==> src/rtl/greedy_token_encoder.sv <==
// Greedy longest-match tokenizer: walks a NUL-separated vocabulary for each input position
// and streams the longest matching entry index (or UNK_ID) over a valid/ready handshake.
module greedy_token_encoder #(
  parameter int ADDR_WIDTH = 4,
  parameter int DATA_WIDTH = 8,
  parameter int ID_WIDTH   = 4
) (
  input  logic                  clk,
  input  logic                  rst,
  input  logic                  start,
  output logic [ADDR_WIDTH-1:0] vocab_addr,
  input  logic [DATA_WIDTH-1:0] vocab_data,
  output logic [ADDR_WIDTH-1:0] input_addr,
  input  logic [DATA_WIDTH-1:0] input_data,
  output logic                  tok_valid,
  input  logic                  tok_ready,
  output logic [ID_WIDTH-1:0]   tok_id,
  output logic [ADDR_WIDTH-1:0] tok_len,
  output logic                  busy,
  output logic                  done,
  output logic                  error
);

  localparam logic [ADDR_WIDTH-1:0] MAX_ADDR = '1;
  localparam logic [ADDR_WIDTH-1:0] ADDR_ONE = ADDR_WIDTH'(1);
  localparam logic [ID_WIDTH-1:0]   UNK_ID   = '1;
  localparam logic [ID_WIDTH-1:0]   ID_ONE   = ID_WIDTH'(1);

  // Each *_REQ state holds a freshly registered address for one cycle; the
  // matching data-phase state consumes the returned character.
  typedef enum logic [3:0] {
    IDLE,
    END_REQ,
    END_CMP,
    ENT_REQ,
    ENT_CMP,
    CMP_REQ,
    CMP,
    SKIP_REQ,
    SKIP,
    EMIT,
    DONE
  } state_t;

  state_t                state_q;
  logic [ADDR_WIDTH-1:0] vocab_addr_q;
  logic [ADDR_WIDTH-1:0] input_addr_q;
  logic [ADDR_WIDTH-1:0] pos_q;
  logic [ADDR_WIDTH-1:0] k_q;
  logic [ADDR_WIDTH-1:0] best_len_q;
  logic [ID_WIDTH-1:0]   best_id_q;
  logic [ID_WIDTH-1:0]   entry_q;
  logic                  tok_valid_q;
  logic [ID_WIDTH-1:0]   tok_id_q;
  logic [ADDR_WIDTH-1:0] tok_len_q;
  logic                  done_q;
  logic                  error_q;

  logic [DATA_WIDTH-1:0] in_char_d;
  logic                  in_nul_d;
  logic                  vocab_nul_d;
  logic [ADDR_WIDTH:0]   vnext_d;
  logic [ID_WIDTH-1:0]   entry_next_d;
  logic                  adv_err_d;
  logic [ADDR_WIDTH:0]   pos_sum_d;

  // The last input address is never read as data; it always acts as a terminator.
  assign in_char_d    = (input_addr_q == MAX_ADDR) ? '0 : input_data;
  assign in_nul_d     = (in_char_d == '0);
  assign vocab_nul_d  = (vocab_data == '0);
  assign vnext_d      = {1'b0, vocab_addr_q} + {1'b0, ADDR_ONE};
  assign entry_next_d = entry_q + ID_ONE;
  assign adv_err_d    = vnext_d[ADDR_WIDTH] || (entry_next_d == UNK_ID);
  assign pos_sum_d    = {1'b0, pos_q} + {1'b0, tok_len_q};

  always_ff @(posedge clk) begin
    if (rst) begin
      state_q      <= IDLE;
      vocab_addr_q <= '0;
      input_addr_q <= '0;
      pos_q        <= '0;
      k_q          <= '0;
      best_len_q   <= '0;
      best_id_q    <= '0;
      entry_q      <= '0;
      tok_valid_q  <= 1'b0;
      tok_id_q     <= '0;
      tok_len_q    <= '0;
      done_q       <= 1'b0;
      error_q      <= 1'b0;
    end else begin
      case (state_q)
        IDLE, DONE: begin
          if (start) begin
            pos_q        <= '0;
            k_q          <= '0;
            input_addr_q <= '0;
            done_q       <= 1'b0;
            error_q      <= 1'b0;
            state_q      <= END_REQ;
          end
        end

        END_REQ: state_q <= END_CMP;

        END_CMP: begin
          if (in_nul_d) begin
            done_q  <= 1'b1;
            state_q <= DONE;
          end else begin
            entry_q      <= '0;
            best_len_q   <= '0;
            best_id_q    <= UNK_ID;
            vocab_addr_q <= '0;
            state_q      <= ENT_REQ;
          end
        end

        ENT_REQ: state_q <= ENT_CMP;

        ENT_CMP: begin
          if (vocab_nul_d) begin
            tok_valid_q <= 1'b1;
            tok_id_q    <= best_id_q;
            tok_len_q   <= (best_len_q == '0) ? ADDR_ONE : best_len_q;
            state_q     <= EMIT;
          end else begin
            // vocab_addr_q already points at the entry start; re-fetch it alongside input[pos].
            k_q          <= '0;
            input_addr_q <= pos_q;
            state_q      <= CMP_REQ;
          end
        end

        CMP_REQ: state_q <= CMP;

        CMP: begin
          if (vocab_nul_d) begin
            if (k_q > best_len_q) begin
              best_len_q <= k_q;
              best_id_q  <= entry_q;
            end
            if (adv_err_d) begin
              error_q <= 1'b1;
              done_q  <= 1'b1;
              state_q <= DONE;
            end else begin
              vocab_addr_q <= vnext_d[ADDR_WIDTH-1:0];
              entry_q      <= entry_next_d;
              state_q      <= ENT_REQ;
            end
          end else if (vnext_d[ADDR_WIDTH]) begin
            // A non-NUL character at the last vocab address can never be terminated.
            error_q <= 1'b1;
            done_q  <= 1'b1;
            state_q <= DONE;
          end else if (vocab_data == in_char_d) begin
            k_q          <= k_q + ADDR_ONE;
            vocab_addr_q <= vnext_d[ADDR_WIDTH-1:0];
            input_addr_q <= input_addr_q + ADDR_ONE;
            state_q      <= CMP_REQ;
          end else begin
            vocab_addr_q <= vnext_d[ADDR_WIDTH-1:0];
            state_q      <= SKIP_REQ;
          end
        end

        SKIP_REQ: state_q <= SKIP;

        SKIP: begin
          if (vocab_nul_d ? adv_err_d : vnext_d[ADDR_WIDTH]) begin
            error_q <= 1'b1;
            done_q  <= 1'b1;
            state_q <= DONE;
          end else if (vocab_nul_d) begin
            vocab_addr_q <= vnext_d[ADDR_WIDTH-1:0];
            entry_q      <= entry_next_d;
            state_q      <= ENT_REQ;
          end else begin
            vocab_addr_q <= vnext_d[ADDR_WIDTH-1:0];
            state_q      <= SKIP_REQ;
          end
        end

        EMIT: begin
          if (tok_ready) begin
            tok_valid_q <= 1'b0;
            if (pos_sum_d[ADDR_WIDTH]) begin
              error_q <= 1'b1;
              done_q  <= 1'b1;
              state_q <= DONE;
            end else begin
              pos_q        <= pos_sum_d[ADDR_WIDTH-1:0];
              input_addr_q <= pos_sum_d[ADDR_WIDTH-1:0];
              k_q          <= '0;
              state_q      <= END_REQ;
            end
          end
        end

        default: state_q <= IDLE;
      endcase
    end
  end

  assign vocab_addr = vocab_addr_q;
  assign input_addr = input_addr_q;
  assign tok_valid  = tok_valid_q;
  assign tok_id     = tok_id_q;
  assign tok_len    = tok_len_q;
  assign done       = done_q;
  assign error      = error_q;
  assign busy       = (state_q != IDLE) && (state_q != DONE);

endmodule

==> config.mk <==
export PLATFORM = sky130hd
export DESIGN_NAME = greedy_token_encoder
export DESIGN_NICKNAME = d
export VERILOG_FILES = /design/src/rtl/greedy_token_encoder.sv
export SDC_FILE = /design/constraint.sdc
export NUM_CORES = 1
export LEC_CHECK = 0
export CORE_MARGIN = 2
export CORE_UTILIZATION = 57
export CTS_BUF_LIST = sky130_fd_sc_hd__clkbuf_4 sky130_fd_sc_hd__clkbuf_8
export DETAILED_ROUTE_END_ITERATION = 8
export PLACE_DENSITY = 0.83
export SYNTH_ARGS = -nofsm -noshare
export SYNTH_HDL_FRONTEND = slang
export SYNTH_SLANG_ARGS = --single-unit
==> constraint.sdc <==
create_clock -name clk -period 2.7 [get_ports clk]
set_clock_uncertainty 0.15 [all_clocks]
set_input_delay 0.405 -clock clk [delete_from_list [all_inputs] [get_ports clk]]
set_output_delay 0.405 -clock clk [all_outputs]
set_load 0.01 [all_outputs]
Word level (Yosys, flattened, before mapping):

Index checks and enable logic that the tools add are counted.

* bits in registers: 43
* bits of input ports: 20
* output and inout port bits: 20
* word-level logic and storage cells: 141

* add/sub/neg operators: 5
* $lt $le $gt $ge: 1
* equal/unequal tests: 35
* mux-type cells: 62
* reductions and logical operators: 25

Operators by type and width (count)
* 4-bit two-way mux: 37
* 4-bit one-hot mux with 10 select lines: 1
* 2-bit != test (second input constant): 17
* 4-bit one-hot mux with 4 select lines: 2
* 4-bit one-hot mux with 2 select lines: 3
* 4-bit one-hot mux with 3 select lines: 2
* 4-bit equality test (second input constant): 5
* 4-bit by 3-bit equality test with 1-bit output (second input constant): 4
* 8-bit zero test: 2
* 8-bit AND reduction: 2
* 4-bit by 1-bit adder with 4-bit output (second input constant): 3
* 3-bit != test (second input constant): 4
* 4-bit nonzero test: 3
* 1-bit two-way mux: 11
* 4-bit by 2-bit equality test with 1-bit output (second input constant): 2
* 8-bit equality test: 1
* 4-bit zero test: 2
* 8-bit two-way mux: 1
* 4-bit AND reduction: 2
* 7-bit AND reduction: 1
* 6-bit AND reduction: 1
* 2-bit nonzero test: 3
* 4-bit by 1-bit adder with 5-bit output (second input constant): 1
* 4-bit by 4-bit adder with 5-bit output: 1
* other kinds (16): 17

Logic depth before layout (Yosys ltp):

* depth after elaboration: 7
* depth in mapped cells: 9
* gate-level depth less buffers: 9

Worst setup path after synthesis:

No wires, ideal clock.

* path kind: register to register
* from: register tok_len_q[0] (netlist: tok_len[0])
* to: register state_q[1]
* library setup time: 115 ps
* arrival time: 2019 ps
* required time: 2435 ps
* path slack: 416 ps
* cell stages (with the launch flop): 10
* buffers on the path: 0
* clock period less this slack: 2284 ps
* cell sequence: dfxtp_1 > ha_1 > inv_1 > fa_1 > nand2b_1 > a21o_1 > o211ai_1 > o21ai_0 > o21a_1 > a2111oi_0

* cells in the longest elaborated chain, start to end: 4

Ends and longest elaborated chain
* start: declaration: RTL line 55 `logic [ADDR_WIDTH-1:0] tok_len_q;`
* start signal: assignment: RTL line 125 `tok_len_q <= (best_len_q == '0) ? ADDR_ONE : best_len_q;`
* 4-bit by 4-bit adder with 5-bit output: RTL line 74 `assign pos_sum_d = {1'b0, pos_q} + {1'b0, tok_len_q};`
* 4-bit two-way mux: RTL line 188 `if (pos_sum_d[ADDR_WIDTH]) begin`
* 4-bit two-way mux: RTL line 186 `if (tok_ready) begin`
* 4-bit one-hot mux with 10 select lines: RTL line 92 `case (state_q)`
* end signal: assignment: RTL line 78 `state_q <= IDLE;`
* end signal: assignment: RTL line 100 `state_q <= END_REQ;`
* end signal: assignment: RTL line 191 `state_q <= DONE;`
* end: declaration: RTL line 45 `state_t state_q;`

No other way between the ends. The select of a mux whose other input is x is not followed.
A chain may end at the register's enable or synchronous reset.

Worst setup path after layout:

* from: register input_addr_q[0] (netlist: input_addr[0])
* to: register k_q[0]

* cells in the longest elaborated chain, start to end: 5

Ends and longest elaborated chain
* start: declaration: RTL line 47 `logic [ADDR_WIDTH-1:0] input_addr_q;`
* start signal: assignment: RTL line 130 `input_addr_q <= pos_q;`
* start signal: assignment: RTL line 160 `input_addr_q <= input_addr_q + ADDR_ONE;`
* start signal: assignment: RTL line 194 `input_addr_q <= pos_sum_d[ADDR_WIDTH-1:0];`
* 4-bit equality test: RTL line 68 `assign in_char_d = (input_addr_q == MAX_ADDR) ? '0 : input_data;`
* 8-bit two-way mux: RTL line 68
* 8-bit equality test: RTL line 157 `end else if (vocab_data == in_char_d) begin`
* 2-bit != test (no source line)
* 8-bit AND reduction (no source line)
* end signal: assignment: RTL line 158 `k_q <= k_q + ADDR_ONE;`
* end: declaration: RTL line 49 `logic [ADDR_WIDTH-1:0] k_q;`

No other way between the ends.

==> impl_metrics.env <==
export IMPL_rows=26
export IMPL_grtUsageTotal=0.284
export IMPL_clockRootBuffer="clkbuf_8"
export IMPL_final_cell_area_um2=3670
export IMPL_arrival_ns=2.64
export IMPL_wl_met1_um=3430
export IMPL_route_detailed_drc=0
export IMPL_p_int_mw=1.28
export IMPL_setup_violations=0
export IMPL_synthCells=368
export IMPL_route_met3_wl_um=609
export IMPL_nets=458
export IMPL_grt_max_degree=29
export IMPL_yosysSeqAreaShare=0.296
export IMPL_worstPathMaxFanout=4
export IMPL_fin_crit_sh=0.953
export IMPL_drv_cap=0
export IMPL_rsz0062_at_grt="false"
export IMPL_postPlaceCellArea_um2=3540
export IMPL_h_tree_depth=2
export IMPL_layout_commonest_cell="dfxtp_1"
export IMPL_die_area_um2=5690
export IMPL_p_switching_mw=0.619
export IMPL_max_vdd_ir_drop_uv=389
export IMPL_place_gp_congestion=0.921
export IMPL_holdPathStages=2
export IMPL_yosys_register_bits=43
export IMPL_slowest_stage="o32ai_1"
export IMPL_clkTransAtPathRegs_ns=0.09
export IMPL_grt_pass1_vias=2700
export IMPL_via_count=3123
export IMPL_syn_to_final_growth_pct=26.0
export IMPL_avgViaCountPerCell=6.31
export IMPL_hp_class="reg -> reg"
export IMPL_dr_first_iter_drc_count=328
export IMPL_hpwl_um=6000
export IMPL_cp_top_family="simple AND/OR/NAND/NOR gates"
export IMPL_firstDrtPassIters=6
export IMPL_clkSinkCount=43
export IMPL_grt_pass1_wl_um=12500
export IMPL_die_h_um=75.5
export IMPL_crit_buf_inv=1
export IMPL_post_drt_wl_per_cell_um=16.0
export IMPL_clockPowerShare=0.287
export IMPL_p_sw_frac=0.327
export IMPL_syn_avg_cell_area_um2=7.91
export IMPL_rr_worst_depth=8
export IMPL_mostFrequentLayoutCells="42 x dfxtp_1, 39 x clkdlybuf4s50_1, 35 x nor2_1"
export IMPL_clk_latency_ns=0.30
export IMPL_crit_chain="ha_1, and3_1, nor2_1, o32ai_1, nand4_1, buf_4, or4_1, o31ai_1"
export IMPL_fin_crit_ns=2.57
export IMPL_grt_overflow=0
export IMPL_max_freq_mhz=388
export IMPL_synth_flop_cell="dfxtp_1"
export IMPL_worstSetupEndpointType="flop"
export IMPL_cts_tree="done"
export IMPL_slew_violations=0
export IMPL_ant_nets=0
export IMPL_worst_pin_slew_ns=0.672
export IMPL_num_antenna_cells=0
export IMPL_cts_inserted_buffers=5
export IMPL_critPathKind="reg -> reg"
export IMPL_status="finished clean"
export IMPL_clockBufferDepth=2
export IMPL_critPathRequiredTime_ns=2.77
export IMPL_top_layer="met4"
export IMPL_core_um2=5010
export IMPL_synthesis_nets=402
export IMPL_power_frac_comb=0.335
export IMPL_dr_wl_met2_um=3740
export IMPL_synth_cell_types=63
export IMPL_synth_edf_count=0
export IMPL_routed_wl_um=7910
export IMPL_sequentialPowerShare=0.378
export IMPL_syn_area_um2=2910
export IMPL_powerDensity_nw_per_um2=517
export IMPL_crit_path_start_kind="flop"
export IMPL_max_slew_margin=0.548
export IMPL_cp_num_cells=8
export IMPL_synth_warnings=0
export IMPL_slowest_delay_ns=0.47
export IMPL_fin_setup_tns_ns=0
export IMPL_grt_antenna_before_repair=0
export IMPL_power_leakage_nw=1.38
export IMPL_ys_async_sr_fraction=0
export IMPL_floorplan_die_width_um=75.5
export IMPL_drive_gt1_frac=0.127
export IMPL_final_hold_violation_count=0
export IMPL_portBuffers=39
export IMPL_pin_count=40
export IMPL_start_util=0.581
registers in the layout, indices dropped and copies added, names as in the netlist:
| signal | cells |
|---|---|
| tok_len | 4 |
| pos_q | 4 |
| tok_id | 4 |
| entry_q | 4 |
| vocab_addr | 4 |
| input_addr | 4 |
| best_len_q | 4 |
| error | 1 |
| done | 1 |
| state_q | 4 |
| best_id_q | 4 |
| k_q | 4 |
| tok_valid | 1 |
worst paths after layout:
path	from	endpoint	slack, ns
worst max register to register	input_addr[0]	k_q[0]	0.13
worst min-delay path	tok_valid	tok_valid	0.31
worst min register to register	tok_valid	tok_valid	0.31
worst max-delay path	input_addr[0]	k_q[0]	0.13
worst reg2reg max path, delay by kind of cell, from the launching register on:
kind	cells	cell delay [ns]
buffers and inverters	1	0.20
and+or+nand+nor	4	0.97
DFF	1	0.40
adders and majority gates	1	0.20
AOI/OAI and AO/OA	2	0.55
kinds of logic after synthesis:
logic type      synth area share
simple gates               0.256
compound gates             0.298
flops                      0.296
buf+inv                   0.0572
fa+ha+maj                 0.0628
xor+xnor                  0.0271
mux                      0.00344
metal layers:
layer / global-route usage / up-vias
li1: - / 1491
met1: 0.392 / 1478
met4: 0.0838 / 0
met5: 0 / -
met2: 0.458 / 136
met3: 0.0463 / 18
through the flow:
stage / utilization / total power, mW / std cells / hold slack [ns] / worst slack (ns)
5_1_grt: 0.732 / 1.98 / 495 / 0.342 / 0.0229
3_5_place_dp: 0.706 / 1.35 / 487 / 0.298 / -0.116
6_report: 0.732 / 1.90 / 495 / 0.310 / 0.126
2_1_floorplan: - / 1.11 / 368 / 0.294 / 0.416
4_1_cts: 0.731 / 1.89 / 495 / 0.309 / 0.138
3_3_place_gp: 0.706 / 1.33 / 487 / 0.297 / 0.00612
power by group through the flow:
stage / registers [mW] / clock network [mW] / logic [mW]
final: 0.718 / 0.544 / 0.635
after global routing: 0.723 / 0.572 / 0.688
after floorplan: 0.732 / 0 / 0.375
after global placement: 0.729 / 0 / 0.605
after CTS: 0.717 / 0.552 / 0.619
after detailed placement: 0.732 / 0 / 0.616
what timing repair did:
action                                  4_1_cts  5_1_grt
hold buffers                                  0        0
endpoints found under the setup margin        1        1
pin swaps                                     0        0
setup buffers                                 0        0
resized for setup                             1        2
synthesized netlist by cell type (9+ instances only):
cell,n,area [um2]
dfxtp_1,43,861
nor2_1,35,131
a21oi_1,32,160
nand2_1,24,90.1
inv_1,20,75.1
o21ai_0,19,95.1
clkbuf_1,14,52.6
nand3_1,14,70.1
ha_1,13,163
nor3_1,13,65.1
a31oi_1,9,56.3
nor2b_1,9,56.3
cell type report:
type	instances	area [um2]
multi-input cells	283	1890
clock buffers	6	82.6
clock inverters	2	38.8
repair buffers	71	631
well taps	70	87.6
fillers	410	1340
flip-flops and latches	43	862
inverters	20	75.1
Power figures use the tool's default switching activity.
